## src/rtl/matinv_seq.sv

```systemverilog
// Sequencer and augmented [A|I] register file for a 5x5 Gauss-Jordan inverse, one element op per cycle.
// Define MATINV_SINGULAR_CHECK_EN to trap zero pivots into a sticky ERR state instead of dividing by zero.
module matinv_seq #(
   parameter int N = 5,
   parameter int W = 16
) (
   input  logic         clk,
   input  logic         reset,
   input  logic         in_valid_i,
   output logic         in_ready_o,
   input  logic [W-1:0] in_data_i,
   output logic         out_valid_o,
   input  logic         out_ready_i,
   output logic [W-1:0] out_data_o,
   output logic         out_last_o,
   output logic         busy_o,
   output logic         err_o
);

   localparam int RW = (N > 1) ? $clog2(N) : 1;
   localparam int CW = $clog2(2 * N);
   localparam logic [RW-1:0] LAST_RC = RW'(N - 1);
   localparam logic [RW-1:0] R_ONE   = RW'(1);
   localparam logic [RW:0]   R1_ONE  = (RW + 1)'(1);
   localparam logic [RW:0]   NR1     = (RW + 1)'(N);
   localparam logic [CW-1:0] LAST_J  = CW'(2 * N - 1);
   localparam logic [CW-1:0] C_ONE   = CW'(1);
   localparam logic [CW-1:0] I_BASE  = CW'(N);

   typedef enum logic [2:0] {S_LOAD, S_PIV, S_NORM, S_FACT, S_ELIM, S_OUT, S_ERR} state_t;

   state_t        state_q, state_d;
   logic [W-1:0]  m_q [N][2*N];
   logic [RW-1:0] k_q, k_d, r_q, r_d, row_q, row_d, col_q, col_d;
   logic [CW-1:0] j_q, j_d;
   logic [W-1:0]  p_q, p_d, f_q, f_d;
   logic [RW:0]   r_nx;
   logic          in_ready_d, out_valid_d, out_last_d, busy_d, err_d;
   logic [W-1:0]  out_data_d;

   // Shared element unit: row k feeds both the divider (NORM) and the multiply-subtract (ELIM).
   logic [W-1:0] piv_el, quot, prod, diff;
   assign piv_el = m_q[k_q][j_q];
   assign quot   = (p_q == '0) ? '1 : piv_el / p_q;
   assign prod   = f_q * piv_el;
   assign diff   = m_q[r_q][j_q] - prod;

   always_ff @(posedge clk) begin
      if (!reset) begin
         case (state_q)
            S_LOAD: if (in_valid_i && in_ready_o) begin
               m_q[row_q][CW'(col_q)]          <= in_data_i;
               m_q[row_q][I_BASE + CW'(col_q)] <= (row_q == col_q) ? W'(1) : '0;
            end
            S_NORM:  m_q[k_q][j_q] <= quot;
            S_ELIM:  m_q[r_q][j_q] <= diff;
            default: ;
         endcase
      end
   end

   always_comb begin
      state_d = state_q;
      k_d     = k_q;
      r_d     = r_q;
      j_d     = j_q;
      row_d   = row_q;
      col_d   = col_q;
      p_d     = p_q;
      f_d     = f_q;
      r_nx    = '0;
      case (state_q)
         S_LOAD: if (in_valid_i && in_ready_o) begin
            if (col_q == LAST_RC) begin
               col_d = '0;
               if (row_q == LAST_RC) begin
                  row_d   = '0;
                  k_d     = '0;
                  state_d = S_PIV;
               end else begin
                  row_d = row_q + R_ONE;
               end
            end else begin
               col_d = col_q + R_ONE;
            end
         end
         S_PIV: begin
            p_d     = m_q[k_q][CW'(k_q)];
            j_d     = '0;
            state_d = S_NORM;
`ifdef MATINV_SINGULAR_CHECK_EN
            if (m_q[k_q][CW'(k_q)] == '0) state_d = S_ERR;
`endif
         end
         S_NORM: if (j_q == LAST_J) begin
            j_d     = '0;
            r_d     = (k_q == '0) ? R_ONE : '0;
            state_d = S_FACT;
         end else begin
            j_d = j_q + C_ONE;
         end
         S_FACT: begin
            f_d     = m_q[r_q][CW'(k_q)];
            j_d     = '0;
            state_d = S_ELIM;
         end
         S_ELIM: if (j_q == LAST_J) begin
            j_d  = '0;
            // Next row to eliminate skips the pivot row itself.
            r_nx = {1'b0, r_q} + R1_ONE;
            if (r_nx == {1'b0, k_q}) r_nx = r_nx + R1_ONE;
            if (r_nx < NR1) begin
               r_d     = r_nx[RW-1:0];
               state_d = S_FACT;
            end else if (k_q == LAST_RC) begin
               row_d   = '0;
               col_d   = '0;
               state_d = S_OUT;
            end else begin
               k_d     = k_q + R_ONE;
               state_d = S_PIV;
            end
         end else begin
            j_d = j_q + C_ONE;
         end
         S_OUT: if (out_valid_o && out_ready_i) begin
            if (out_last_o) begin
               row_d   = '0;
               col_d   = '0;
               state_d = S_LOAD;
            end else if (col_q == LAST_RC) begin
               col_d = '0;
               row_d = row_q + R_ONE;
            end else begin
               col_d = col_q + R_ONE;
            end
         end
         S_ERR:   state_d = S_ERR;
         default: state_d = S_LOAD;
      endcase

      // Outputs are registered from next-state so they line up with the state they describe.
      in_ready_d  = (state_d == S_LOAD);
      out_valid_d = (state_d == S_OUT);
      busy_d      = (state_d == S_PIV) || (state_d == S_NORM) || (state_d == S_FACT) || (state_d == S_ELIM);
      out_data_d  = (state_d == S_OUT) ? m_q[row_d][I_BASE + CW'(col_d)] : '0;
      out_last_d  = (state_d == S_OUT) && (row_d == LAST_RC) && (col_d == LAST_RC);
`ifdef MATINV_SINGULAR_CHECK_EN
      err_d       = (state_d == S_ERR);
`else
      err_d       = 1'b0;
`endif
   end

   always_ff @(posedge clk) begin
      if (reset) begin
         state_q     <= S_LOAD;
         k_q         <= '0;
         r_q         <= '0;
         j_q         <= '0;
         row_q       <= '0;
         col_q       <= '0;
         p_q         <= '0;
         f_q         <= '0;
         in_ready_o  <= 1'b1;
         out_valid_o <= 1'b0;
         out_data_o  <= '0;
         out_last_o  <= 1'b0;
         busy_o      <= 1'b0;
         err_o       <= 1'b0;
      end else begin
         state_q     <= state_d;
         k_q         <= k_d;
         r_q         <= r_d;
         j_q         <= j_d;
         row_q       <= row_d;
         col_q       <= col_d;
         p_q         <= p_d;
         f_q         <= f_d;
         in_ready_o  <= in_ready_d;
         out_valid_o <= out_valid_d;
         out_data_o  <= out_data_d;
         out_last_o  <= out_last_d;
         busy_o      <= busy_d;
         err_o       <= err_d;
      end
   end

endmodule
```

## config.mk

```make
export PLATFORM = sky130hd
export DESIGN_NAME = matinv_seq
export DESIGN_NICKNAME = d
export VERILOG_FILES = /design/src/rtl/matinv_seq.sv
export SDC_FILE = /design/constraint.sdc
export NUM_CORES = 2
export LEC_CHECK = 0
export BUFFER_PORTS_ARGS = -buffer_cell sky130_fd_sc_hd__buf_4
export CORE_MARGIN = 2
export CORE_UTILIZATION = 55
export CTS_CLUSTER_DIAMETER = 80
export DETAILED_ROUTE_END_ITERATION = 6
export MAX_ROUTING_LAYER = met4
export PLACE_DENSITY = 0.77
export SLEW_MARGIN = 10
export SYNTH_ARGS = -nofsm -noshare
export SYNTH_HDL_FRONTEND = slang
export SYNTH_SLANG_ARGS = --single-unit
```

## constraint.sdc

```tcl
create_clock -name clk -period 34.5 [get_ports clk]
set_clock_uncertainty 0.2 [all_clocks]
set_input_delay 6.9 -clock clk [delete_from_list [all_inputs] [get_ports clk]]
set_output_delay 6.9 -clock clk [all_outputs]
set_load 0.02 [all_outputs]
```

# Word-level counts from Yosys, hierarchy flattened
# Memory sizes are Yosys's and may differ from the RTL's. A register that Yosys moved wholly into a read port is not among the register bits.
# Index checks and enable logic that the tools add are counted.
[totals]
n_memories = 1
register_bits = 71
out_inout_bits = 21
ram_bits = 800
[classes]
div = 1
n_eq_ne = 27
magnitude_cmp = 9
muxes = 249
bitwise_logic = 166
n_addsub = 9
n_mul = 1
n_reduce_logical = 24
[mem_list]
columns = ["memory", "depth", "word_bits", "rd", "rd_clocked_by_memory_dff", "write_ports", "line_no", "text"]
rows = [
  ["m_q", 5, 160, 3, 2, 1, "33", "logic [W-1:0] m_q [N][2*N];"],
]
[op_table]
columns = ["op", "count"]
rows = [
  ["2-to-1 mux 160 bit", 8],
  ["binary-select mux 16 bit (select 4 bit)", 5],
  ["OR reduction 160 bit", 2],
  ["2-to-1 mux 16 bit", 14],
  ["demux 16 bit (select 4 bit)", 3],
  ["2-to-1 mux 1 bit", 169],
  ["bitwise OR 1 bit", 160],
  ["2-to-1 mux 3 bit", 40],
  ["equality test 3 bit (second input constant)", 10],
  [">= comparator 5 bit (second input constant)", 5],
  ["one-hot mux 3 bit (7 select lines)", 1],
  ["one-hot mux 3 bit (3 select lines)", 2],
  ["divider 16 x 16 -> 16 bit", 1],
  ["logical NOT 16 bit", 1],
  ["multiplier 16 x 16 -> 16 bit", 1],
  ["2-to-1 mux 4 bit", 4],
  ["!= test 2 bit (second input constant)", 8],
  ["subtractor 16 bit", 1],
  ["< comparator 5 x 1 -> 1 bit (second input constant)", 3],
  ["NOT 4 -> 5 bit", 3],
  ["equality test 3 x 2 -> 1 bit (second input constant)", 4],
  ["one-hot mux 3 bit (2 select lines)", 2],
  ["NOT 3 -> 5 bit", 2],
  ["adder 3 x 1 -> 3 bit (second input constant)", 3],
  ["17 further kinds", 34],
]

# Logic depth before layout (Yosys ltp)
[logic_depth]
depth_word = 14
ltp_mapped = 161
ltp_nobuf = 147

# Worst setup path after synthesis
# No wires, ideal clock.
[synth_path]
path_kind = "reg-to-reg"
from = "register with a tool-made name"
to = "memory m_q[0][0] (netlist name) (data pin)"
required_ps = 33991
n_path_buf = 14
synth_period_minus_slack_ps = 32383
path_slack_ps = 2117
setup_time_ps = 309
stages_incl_launch_ff = 154
t_arrival_ps = 31874
path_cell_list = "dfxtp_1 > buf_6 > buf_8 > buf_6 > buf_2 > buf_2 > mux4_2 > mux4_2 > nand2_1 > nand3_1 > ha_1 > and2_1 > a41oi_1 > ha_1 > o21a_1 > nor2_1 > nor3_1 > nor2b_1 > [... 118 more ...] > nand2b_1 > a211o_1 > o22a_1 > clkbuf_1 > mux2i_1 > ha_1 > a21o_1 > a21o_1 > a21o_1 > a21o_1 > a21o_1 > a21oi_1 > nor2b_1 > o21ai_0 > a21oi_1 > o41a_1 > a41oi_1 > a221oi_1"
[synth_lines]
columns = ["item", "line_no"]
rows = [
  ["to (decl)", "33"],
]

# Final worst setup path
[layout_path]
from = "register j_q[0]"
to = "memory m_q[2][80] (netlist name) (data pin)"
[layout_between]
elab_chain_cells = 9
word_cells_on_any_way = 22
[layout_lines]
columns = ["item", "line_no", "text"]
rows = [
  ["from (decl)", "35", "logic [CW-1:0] j_q, j_d;"],
  ["from (signal assigned)", "175", "j_q <= j_d;"],
  ["NOT 4 -> 5 bit (implied by the code) *", "n/a", ""],
  ["parallel branches: the longest is 7 deep, another holds divider 16 x 16 -> 16 bit", "n/a", ""],
  ["2-to-1 mux 160 bit (no line) *", "n/a", ""],
]
# Mark *: on every way between the ends. The select of a mux whose other input is x is not followed.

==> metrics.txt <==
Routed Antenna Nets=0; Filler Cells Inserted=around 8.7k; worst slew pin tran=approximately 1.5 ns; CP peak stage delay=between 0.6 and 0.7 ns; Crit path top cell by count=o21a_1; mean post-synth cell area=between 10 and 15 um2; Core Util, Final=about 61%; first-pass GRT wire length=between 300000 and 400000 um; most common cell after layout, fill and taps aside=edfxtp_1; worst hold path depth=2; syn nets=5490; Most used DFF post-synth=edfxtp_1; vias in the first global route=roughly 50k; worst reg-to-reg setup slack=slightly above 2 ns; failing checks=design-rule violations, max-capacitance violations; period utilisation layout=between 90% and 100%; Reg area=about 26000 um2; cell count after synthesis=~5.2k; worst-path fanout max=21; die height=roughly 340 um; Relative slew margins=0.455%; gr usage total=47.9%; Ys Warns=0; ys async rst share=0%; Final GP Congestion=around 1.1; final instance area=between 60000 and 70000 um2; num rows=123; CTS max path bufs=3; HP Start=p_q[4]$_SDFFE_PP0P_; cts bufs inserted=93; Final nets=~5.4k; hold crit path type=flip-flop to flip-flop; Root Buffer=clkbuf_16; crit path DAT=approximately 33 ns; initial antenna violation count=31; hold_buf cts=0; Crit path required time=roughly 35 ns; Slew Viols, Final=0; global route total overflow=0; clock latency on the worst-skew pair=~0.75 ns; H-tree levels=3; Via-to-Cell Ratio=~8; Starting Density=between 50 and 60%; worst reg-to-reg path cell count=145; final count of negative-setup-slack endpoints=0; CTS tree=built; Synth Register Bits=~880; status=finished, violations left; Multi-input gate area=between 30000 and 40000 um2; Reg clk slew, reported paths=approximately 0.06 ns; vias post-DR=~53k; Initial DRC Count=10.2k; fraction of layout cells with a size suffix above 1=around a quarter; DRT Wirelength=about 270000 um; DRT Pass-1 Iters=7; Distinct cells, synth=96; Post-synth EDFFs=800; DIE WIDTH=341 um; Core Footprint=~110000 um2; most frequent cells in the layout=800 x edfxtp_1, 579 x nand2_1, 561 x mux4_2, 359 x a21oi_1, 274 x nor2_1; Hold EP=p_q[4]$_SDFFE_PP0P_; largest net degree at the start of global routing=roughly 110; Reg2Reg Launch Point=j_q[0]$_SDFFE_PP0P_; Post-Syn Area=62300 um2; Cell Area, Placed=roughly 65000 um2; Setup TNS=0 ns; slowest cell on the critical path=mux4_2; clock tree sinks=around 880; crit path launch type=flip-flop; die area=around 120000 um2; crit path time final=32.43 ns; Routed WL per cell=40.5 um; area delta synth->final=10.1%; reg-to-reg critical path endpoint=m_q[2][80]$_DFFE_PP_; Residual DRC=44; Max Fclk=slightly above 30 MHz; Fin. Hold Viols=0; register area share after synthesis=41.0%; I/O Buffers=39; max-cap viol count=1; HPWL after DPL=~180000 um; I/O pins=~40; CP Class=flip-flop to flip-flop; crit path capture type=flip-flop
==> cells in the mapped netlist, types with 22 or more instances <==
master	n	share of area [%]
nand3_1	141	1.1
o21a_1	81	0.98
mux4_2	561	20
xor2_1	24	0.34
a21o_1	30	0.36
dfxtp_1	77	2.5
a31oi_1	54	0.54
inv_1	169	1.0
buf_2	54	0.43
mux2i_1	211	3.4
a22oi_1	46	0.55
xnor2_1	63	0.89
nor2_1	335	2.0
mux2_2	120	2.2
nor3_1	97	0.78
a21oi_1	376	3.0
a211oi_1	52	0.63
buf_1	80	0.48
edfxtp_1	800	39
nor2b_1	22	0.22
nand2b_1	22	0.22
a221oi_1	28	0.39
ha_1	201	4.0
fa_1	96	3.1
clkbuf_1	224	1.3
and2_1	75	0.75
o22ai_1	38	0.38
o21ai_0	160	1.3
or3_1	36	0.36
nand2_1	580	3.5
==> sequential cells by signal, summed over array words and instances, names as in the netlist, named ones only <==
name	count
m_q	800
f_q	16
out_data_o	16
p_q	16
j_q	4
col_q	3
k_q	3
r_q	3
row_q	3
state_q	3
busy_o	1
in_ready_o	1
out_last_o	1
out_valid_o	1
==> logic make-up (layout without fill, tap and decap cells) <==
family,after synthesis,after routing,share of synthesized area (%)
and+or+nand+nor,1389,1389,9.87
AOI/OAI and AO/OA,1073,1073,11.1
muxes,897,897,26.0
DFF,877,877,41.0
buffers and inverters,549,588,3.57
adders and majority gates,297,297,7.12
xor gates and xnor gates,90,90,1.32
other,1,34,0.00602
==> stage by stage <==
stage	hold WS (ns)	std cells	worst slack, ns
floorplan	0.245	5173	2.12
global placement	0.262	6518	1.29
detailed placement	0.268	6518	0.709
CTS	0.275	6694	0.517
global route	0.301	6740	-0.0762
finish	0.275	6745	2.07
==> routing by layer <==
layer	part of all wire, %	GRT usage, %	up-vias
li1	-	-	20186
met1	31	53.9	25856
met2	40	63.6	5668
met3	19	27.2	1745
met4	10	33.8	0
met5	0	-	-
==> critical path, delay by kind of cell, from the launching register on <==
family,cells,cell delay (ns)
AOI/OAI and AO/OA,98,19.95
and+or+nand+nor,13,2.18
buffers and inverters,11,1.98
muxes,8,2.71
DFF,1,0.59
adders and majority gates,15,4.42
==> worst max path at each step <==
| stage | from | end |
|---|---|---|
| final | j_q[0]$_SDFFE_PP0P_ | m_q[2][80]$_DFFE_PP_ |
| after global routing | flip-flop | m_q[4][80]$_DFFE_PP_ |
| after CTS | flip-flop | m_q[2][80]$_DFFE_PP_ |
| after detailed placement | flip-flop | m_q[3][80]$_DFFE_PP_ |
| after global placement | flip-flop | m_q[4][32]$_DFFE_PP_ |
| after floorplan | flip-flop | m_q[0][0]$_DFFE_PP_ |
==> cell type report <==
cell class	instances	area share, %
Clock buffer	126	3.83
Multi-Input combinational cell	3747	51.2
Inverter	172	0.954
Timing Repair Buffer	240	2.96
Sequential cell	877	37.3
Clock inverter	50	0.914
Tap cell	1500	2.74
Antenna cell	33	0.120
==> what timing repair did <==
item	in CTS	in global routing
gates resized for setup	0	37
endpoints found under the setup margin	0	100
setup buffers	0	10
Power is not shown: default switching activity piles up to over one toggle a cycle in this logic, so the estimate is an artifact.
